===== src/rtl/mod_arith_pkg.sv =====
`default_nettype none
// ============================================================================
// Module      : mod_arith_pkg
// Description : Shared types for the modular-arithmetic blocks: FSM state
//               encoding and operating mode of the modular multiplier.
// Revision    : 1.0 - initial release
// ============================================================================
package mod_arith_pkg;

    // Two-bit encoding leaves room for additional states in later variants.
    typedef enum logic [1:0] {
        IDLE = 2'd0,
        RUN  = 2'd1
    } mm_state_t;

    typedef enum logic {
        MM_MULT   = 1'b0,
        MM_SQUARE = 1'b1
    } mm_mode_t;

endpackage : mod_arith_pkg
`default_nettype wire


===== src/rtl/mod_mult_step.sv =====
`default_nettype none
// ============================================================================
// Module      : mod_mult_step
// Description : One iteration of the MSB-first interleaved modular multiply:
//               acc_out = (2*acc_in + bit_in*a_in) mod m_in, with each of the
//               two additions followed by a single conditional subtraction.
//               Purely combinational; shared with the radix-4 variant.
// Revision    : 1.0 - initial release
// ============================================================================
module mod_mult_step #(
    parameter int WIDTH = 16
) (
    input  logic [WIDTH:0]   acc_in,
    input  logic [WIDTH-1:0] a_in,
    input  logic [WIDTH-1:0] m_in,
    input  logic             bit_in,
    output logic [WIDTH:0]   acc_out
);

    logic [WIDTH:0] w_m_ext;
    logic [WIDTH:0] w_dbl;
    logic [WIDTH:0] w_sum;

    // Double, reduce, conditionally add a, reduce. With acc < m and a < m every
    // intermediate stays below 2m, which fits in WIDTH+1 bits.
    always_comb begin
        w_m_ext = {1'b0, m_in};
        w_dbl   = acc_in << 1;
        if (w_dbl >= w_m_ext) begin
            w_dbl = w_dbl - w_m_ext;
        end
        w_sum = w_dbl + (bit_in ? {1'b0, a_in} : '0);
        if (w_sum >= w_m_ext) begin
            w_sum = w_sum - w_m_ext;
        end
        acc_out = w_sum;
    end

endmodule : mod_mult_step
`default_nettype wire


===== src/rtl/mod_mult.sv =====
`default_nettype none
// ============================================================================
// Module      : mod_mult
// Description : Parametrised modular multiplier, (a*b) mod m or (a*a) mod m.
//               Processes one multiplier bit per cycle MSB-first through
//               mod_mult_step; result appears WIDTH cycles after acceptance.
//               Optional macro MOD_MULT_ZERO_CHECK_EN adds error_out and
//               rejects a zero modulus with an immediate error completion.
// Revision    : 1.0 - initial release
// ============================================================================
module mod_mult
    import mod_arith_pkg::*;
#(
    parameter int WIDTH = 16,
    parameter int CNT_W = $clog2(WIDTH)
) (
    input  logic             clk_in,
    input  logic             rst_in,
    input  logic             ready_in,
    input  logic             mode_in,
    input  logic [WIDTH-1:0] a_in,
    input  logic [WIDTH-1:0] b_in,
    input  logic [WIDTH-1:0] modulus_in,
    output logic [WIDTH-1:0] product_out,
    output logic             busy_out,
    output logic             valid_out
`ifdef MOD_MULT_ZERO_CHECK_EN
    ,
    output logic             error_out
`endif
);

    localparam logic [CNT_W-1:0] c_CNT_LAST = CNT_W'(WIDTH - 1);

    mm_state_t        state_q,   state_d;
    logic [WIDTH:0]   acc_q,     acc_d;
    logic [CNT_W-1:0] cnt_q,     cnt_d;
    logic [WIDTH-1:0] a_q,       a_d;
    logic [WIDTH-1:0] b_q,       b_d;
    logic [WIDTH-1:0] m_q,       m_d;
    logic [WIDTH-1:0] product_q, product_d;
    logic             busy_q,    busy_d;
    logic             valid_q,   valid_d;
`ifdef MOD_MULT_ZERO_CHECK_EN
    logic             error_q,   error_d;
    logic             pend_q,    pend_d;
`endif

    logic [WIDTH:0]   w_step_acc;

    mod_mult_step #(
        .WIDTH (WIDTH)
    ) u_step (
        .acc_in  (acc_q),
        .a_in    (a_q),
        .m_in    (m_q),
        .bit_in  (b_q[cnt_q]),
        .acc_out (w_step_acc)
    );

    // Next-state and datapath control; pulses default low, everything else holds.
    always_comb begin
        state_d   = state_q;
        acc_d     = acc_q;
        cnt_d     = cnt_q;
        a_d       = a_q;
        b_d       = b_q;
        m_d       = m_q;
        product_d = product_q;
        busy_d    = busy_q;
        valid_d   = 1'b0;
`ifdef MOD_MULT_ZERO_CHECK_EN
        error_d   = 1'b0;
        pend_d    = 1'b0;
`endif
        case (state_q)
            IDLE: begin
`ifdef MOD_MULT_ZERO_CHECK_EN
                if (pend_q) begin
                    // Zero-modulus request accepted last edge: report it now.
                    product_d = '0;
                    valid_d   = 1'b1;
                    error_d   = 1'b1;
                end else if (ready_in && (modulus_in == '0)) begin
                    pend_d = 1'b1;
                end else
`endif
                if (ready_in) begin
                    a_d     = a_in;
                    b_d     = (mm_mode_t'(mode_in) == MM_SQUARE) ? a_in : b_in;
                    m_d     = modulus_in;
                    acc_d   = '0;
                    cnt_d   = c_CNT_LAST;
                    busy_d  = 1'b1;
                    state_d = RUN;
                end
            end
            RUN: begin
                acc_d = w_step_acc;
                if (cnt_q == '0) begin
                    product_d = w_step_acc[WIDTH-1:0];
                    busy_d    = 1'b0;
                    valid_d   = 1'b1;
                    state_d   = IDLE;
                end else begin
                    cnt_d = cnt_q - CNT_W'(1);
                end
            end
            default: begin
                busy_d  = 1'b0;
                state_d = IDLE;
            end
        endcase
    end

    // State and datapath registers with synchronous reset.
    always_ff @(posedge clk_in) begin
        if (rst_in) begin
            state_q   <= IDLE;
            acc_q     <= '0;
            cnt_q     <= '0;
            a_q       <= '0;
            b_q       <= '0;
            m_q       <= '0;
            product_q <= '0;
            busy_q    <= 1'b0;
            valid_q   <= 1'b0;
`ifdef MOD_MULT_ZERO_CHECK_EN
            error_q   <= 1'b0;
            pend_q    <= 1'b0;
`endif
        end else begin
            state_q   <= state_d;
            acc_q     <= acc_d;
            cnt_q     <= cnt_d;
            a_q       <= a_d;
            b_q       <= b_d;
            m_q       <= m_d;
            product_q <= product_d;
            busy_q    <= busy_d;
            valid_q   <= valid_d;
`ifdef MOD_MULT_ZERO_CHECK_EN
            error_q   <= error_d;
            pend_q    <= pend_d;
`endif
        end
    end

    assign product_out = product_q;
    assign busy_out    = busy_q;
    assign valid_out   = valid_q;
`ifdef MOD_MULT_ZERO_CHECK_EN
    assign error_out   = error_q;
`endif

endmodule : mod_mult
`default_nettype wire


===== config.mk =====
export PLATFORM = sky130hd
export DESIGN_NAME = mod_mult
export DESIGN_NICKNAME = d
export VERILOG_FILES = /design/src/rtl/mod_arith_pkg.sv /design/src/rtl/mod_mult_step.sv /design/src/rtl/mod_mult.sv
export SDC_FILE = /design/constraint.sdc
export NUM_CORES = 1
export LEC_CHECK = 0
export CAP_MARGIN = 10
export CORE_MARGIN = 2
export CORE_UTILIZATION = 45
export CTS_BUF_LIST = sky130_fd_sc_hd__clkbuf_4 sky130_fd_sc_hd__clkbuf_8
export DETAILED_ROUTE_END_ITERATION = 6
export GPL_TIMING_DRIVEN = 0
export HOLD_SLACK_MARGIN = 0.05
export PLACE_DENSITY_LB_ADDON = 0.1
export SETUP_SLACK_MARGIN = 0.5
export SYNTH_ARGS = -nofsm -noshare
export SYNTH_HDL_FRONTEND = slang
export SYNTH_SLANG_ARGS = --single-unit

===== constraint.sdc =====
create_clock -name clk_in -period 8.27 [get_ports clk_in]
set_input_delay 1.654 -clock clk_in [delete_from_list [all_inputs] [get_ports clk_in]]
set_output_delay 1.654 -clock clk_in [all_outputs]
set_load 0.02 [all_outputs]

==> metrics.yaml <==
outcome: "finished clean"
finalSetupViolations: 0
diodes: 0
firstDrtPassIters: 5
post_cts_resized: 0
worst-path-max-fanout: 10
wl_per_cell_um: 18.3
hpwl_um: 16000
slew_headroom_pct: 39.0
synth_seq_area_share_pct: 27.0
final_util_pct: 53.8
cp_data_arrival_time_ns: 7.66
io_buffers: 68
clock.fmax_ghz: 0.136
cts_setup_buffers: 0
skew_ns: 0.0179
nFillCells: 1399
synth-seq-cells: 86
layout.nets: 999
core_area_um2: 13900
cts_root_buf: "clkbuf_8"
rrSetupSlack_ns: 0.90
fp.dieArea_um2: 15100
r2r-start: "m_q[1]"
post-route-period-util_pct: 89.2
slew_viol_final: 0
synth.distinct_cells: 66
cts_tree: "done"
whs_path_depth: 2
hold_path.class: "reg2reg"
setup_tns_ns: 0
r2r_cells: 28
synth_flop_cell: "dfxtp_1"
synth_edf_count: 0
gp_congestion: 0.968
clk_pin_slew_ns: 0.09
regToRegEndpoint: "acc_q[0]"
die_h_um: 123
synthesis.nets: 920
tightestPinTransition_ns: 0.909
viasPerCell: 5.79
rsz0062_at_grt: "false"
synth_cells: 815
holdPathEnd: "a_q[3]"
cts-buffers-inserted: 9
drive_above_1_share_pct: 5.90
hold_start: "a_q[3]"
drt_wl_total_um: 19700
drt-initial-drc-count: 497
cp_common_cell: "ha_1"
synth.avg_cell_area_um2: 7.82
critPathLaunchType: "register"
crit_path_end_kind: "register"
async_flop_share_pct: 0
die_x_um: 123
final.min_clock_period_ns: 7.37
clk_path_buf_depth: 2
syn2layout_area_growth_pct: 17.1
grt_pass1_wl_um: 30900
grt_max_degree: 15
globalRouteOverflowTotal: 0
yosysWarnings: 0
first_global_vias: 5921
postCtsHoldBufs: 0
initial_core_util_pct: 45.9
drc_errors: 0
cts_max_level: 3
ant_nets: 0
worst-setup-path-type: "reg2reg"
ioPinCount: 70
syn_area_um2: 6380
clock_latency_ns: 0.40
rows: 43
antenna_found_initial: 1
vias: 6248
max_cap_viol_count: 0
cp_slowest_stage_delay_ns: 0.47
crit_required_ns: 8.56
final-hold-violation-count: 0
crit_slowest_cell: "ha_1"
cts.sinks: 86
grtUsageTotal_pct: 26.9
-- state kept, by name, summed over array words and instances, names as in the netlist --
register	flops
m_q	16
valid_out	1
product_out	16
a_q	16
busy_out	1
acc_q	16
cnt_q	4
b_q	16
-- cell usage in the layout, fill, tap and decap left out, types with 15 or more instances in the layout --
cell type and count:
nand2_1 112, mux2i_1 19, dfxtp_1 86, clkbuf_1 26, and2_1 16, clkdlybuf4s50_1 68, o21ai_0 47, nand4_1 15
a21oi_1 83, xnor2_1 17, inv_1 37, xor2_1 17, nor2_1 67, ha_1 50, nand3_1 23, nor3_1 17
a211oi_1 21
-- how the worst max path moves through the flow --
stage,startpoint,to,slack (ns)
2_1_floorplan,m_q[1],product_out[0],2.25
3_3_place_gp,m_q[1],product_out[0],0.96
3_5_place_dp,m_q[1],product_out[10],0.84
4_1_cts,m_q[1],product_out[10],0.76
5_1_grt,m_q[1],acc_q[13],0.52
6_report,m_q[1],acc_q[0],0.90
-- cell families (layout without fill, tap and decap cells) --
group	Yosys count	count (layout)	share of synthesized area (%)
xor+xnor	36	36	5.53
compound gates	241	241	25.1
fa+ha+maj	53	53	10.8
mux	25	25	4.92
simple gates	293	293	21.5
flops	86	86	27.0
buf+inv	81	165	5.26
-- cell usage after synthesis (11+ instances only) --
| library cell | instances | area (um^2) |
|---|---|---|
| xnor2_1 | 17 | 149 |
| clkbuf_1 | 31 | 116 |
| inv_1 | 37 | 139 |
| nand2b_1 | 11 | 68.8 |
| nand3_1 | 23 | 115 |
| nand4_1 | 15 | 93.8 |
| nand2_1 | 112 | 420 |
| nor3_1 | 17 | 85.1 |
| a21o_1 | 13 | 97.6 |
| a21oi_1 | 83 | 415 |
| nor2_1 | 67 | 251 |
| ha_1 | 50 | 626 |
| a211oi_1 | 21 | 158 |
| mux2i_1 | 19 | 190 |
| dfxtp_1 | 86 | 1720 |
| and2_1 | 16 | 100 |
| o21ai_0 | 47 | 235 |
| xor2_1 | 17 | 149 |
-- stage by stage --
step | hold slack [ns] | instance area [um^2] | std cells | setup WS [ns]
6_report | 0.455 | 7470 | 1079 | 0.896
5_1_grt | 0.474 | 7470 | 1079 | 0.520
3_3_place_gp | 0.443 | 7280 | 1063 | 0.958
2_1_floorplan | 0.432 | 6380 | 815 | 2.25
4_1_cts | 0.454 | 7460 | 1079 | 0.763
3_5_place_dp | 0.442 | 7280 | 1063 | 0.840
-- critical path, delay by kind of cell, from the launching register on --
family                     cells  cell delay [ns]
AOI/OAI and AO/OA             10             2.78
and+or+nand+nor                8             1.54
adders and majority gates      4             1.20
muxes                          1             0.24
DFF                            1             0.40
buffers and inverters          5             1.10
-- layer usage --
layer	routed length (um)	track usage, %	up-vias
met4	414	8.95	0
met2	9140	44.3	179
met1	9060	35.9	2951
met5	0	0	-
li1	-	-	3091
met3	1120	4.57	27
-- layout make-up --
| type | count | area [um^2] | share of cell area [%] |
|---|---|---|---|
| Clock inverter | 5 | 32.5 | 0.436 |
| Sequential cell | 86 | 1720 | 23.1 |
| Clock buffer | 11 | 145 | 1.94 |
| Multi-Input combinational cell | 648 | 4320 | 57.9 |
| Inverter | 37 | 139 | 1.86 |
| Tap cell | 180 | 225 | 3.02 |
| Buffer | 44 | 203 | 2.71 |
| Timing Repair Buffer | 68 | 681 | 9.12 |
Power is not shown: default switching activity piles up to over one toggle a cycle in this logic, so the estimate is an artifact.
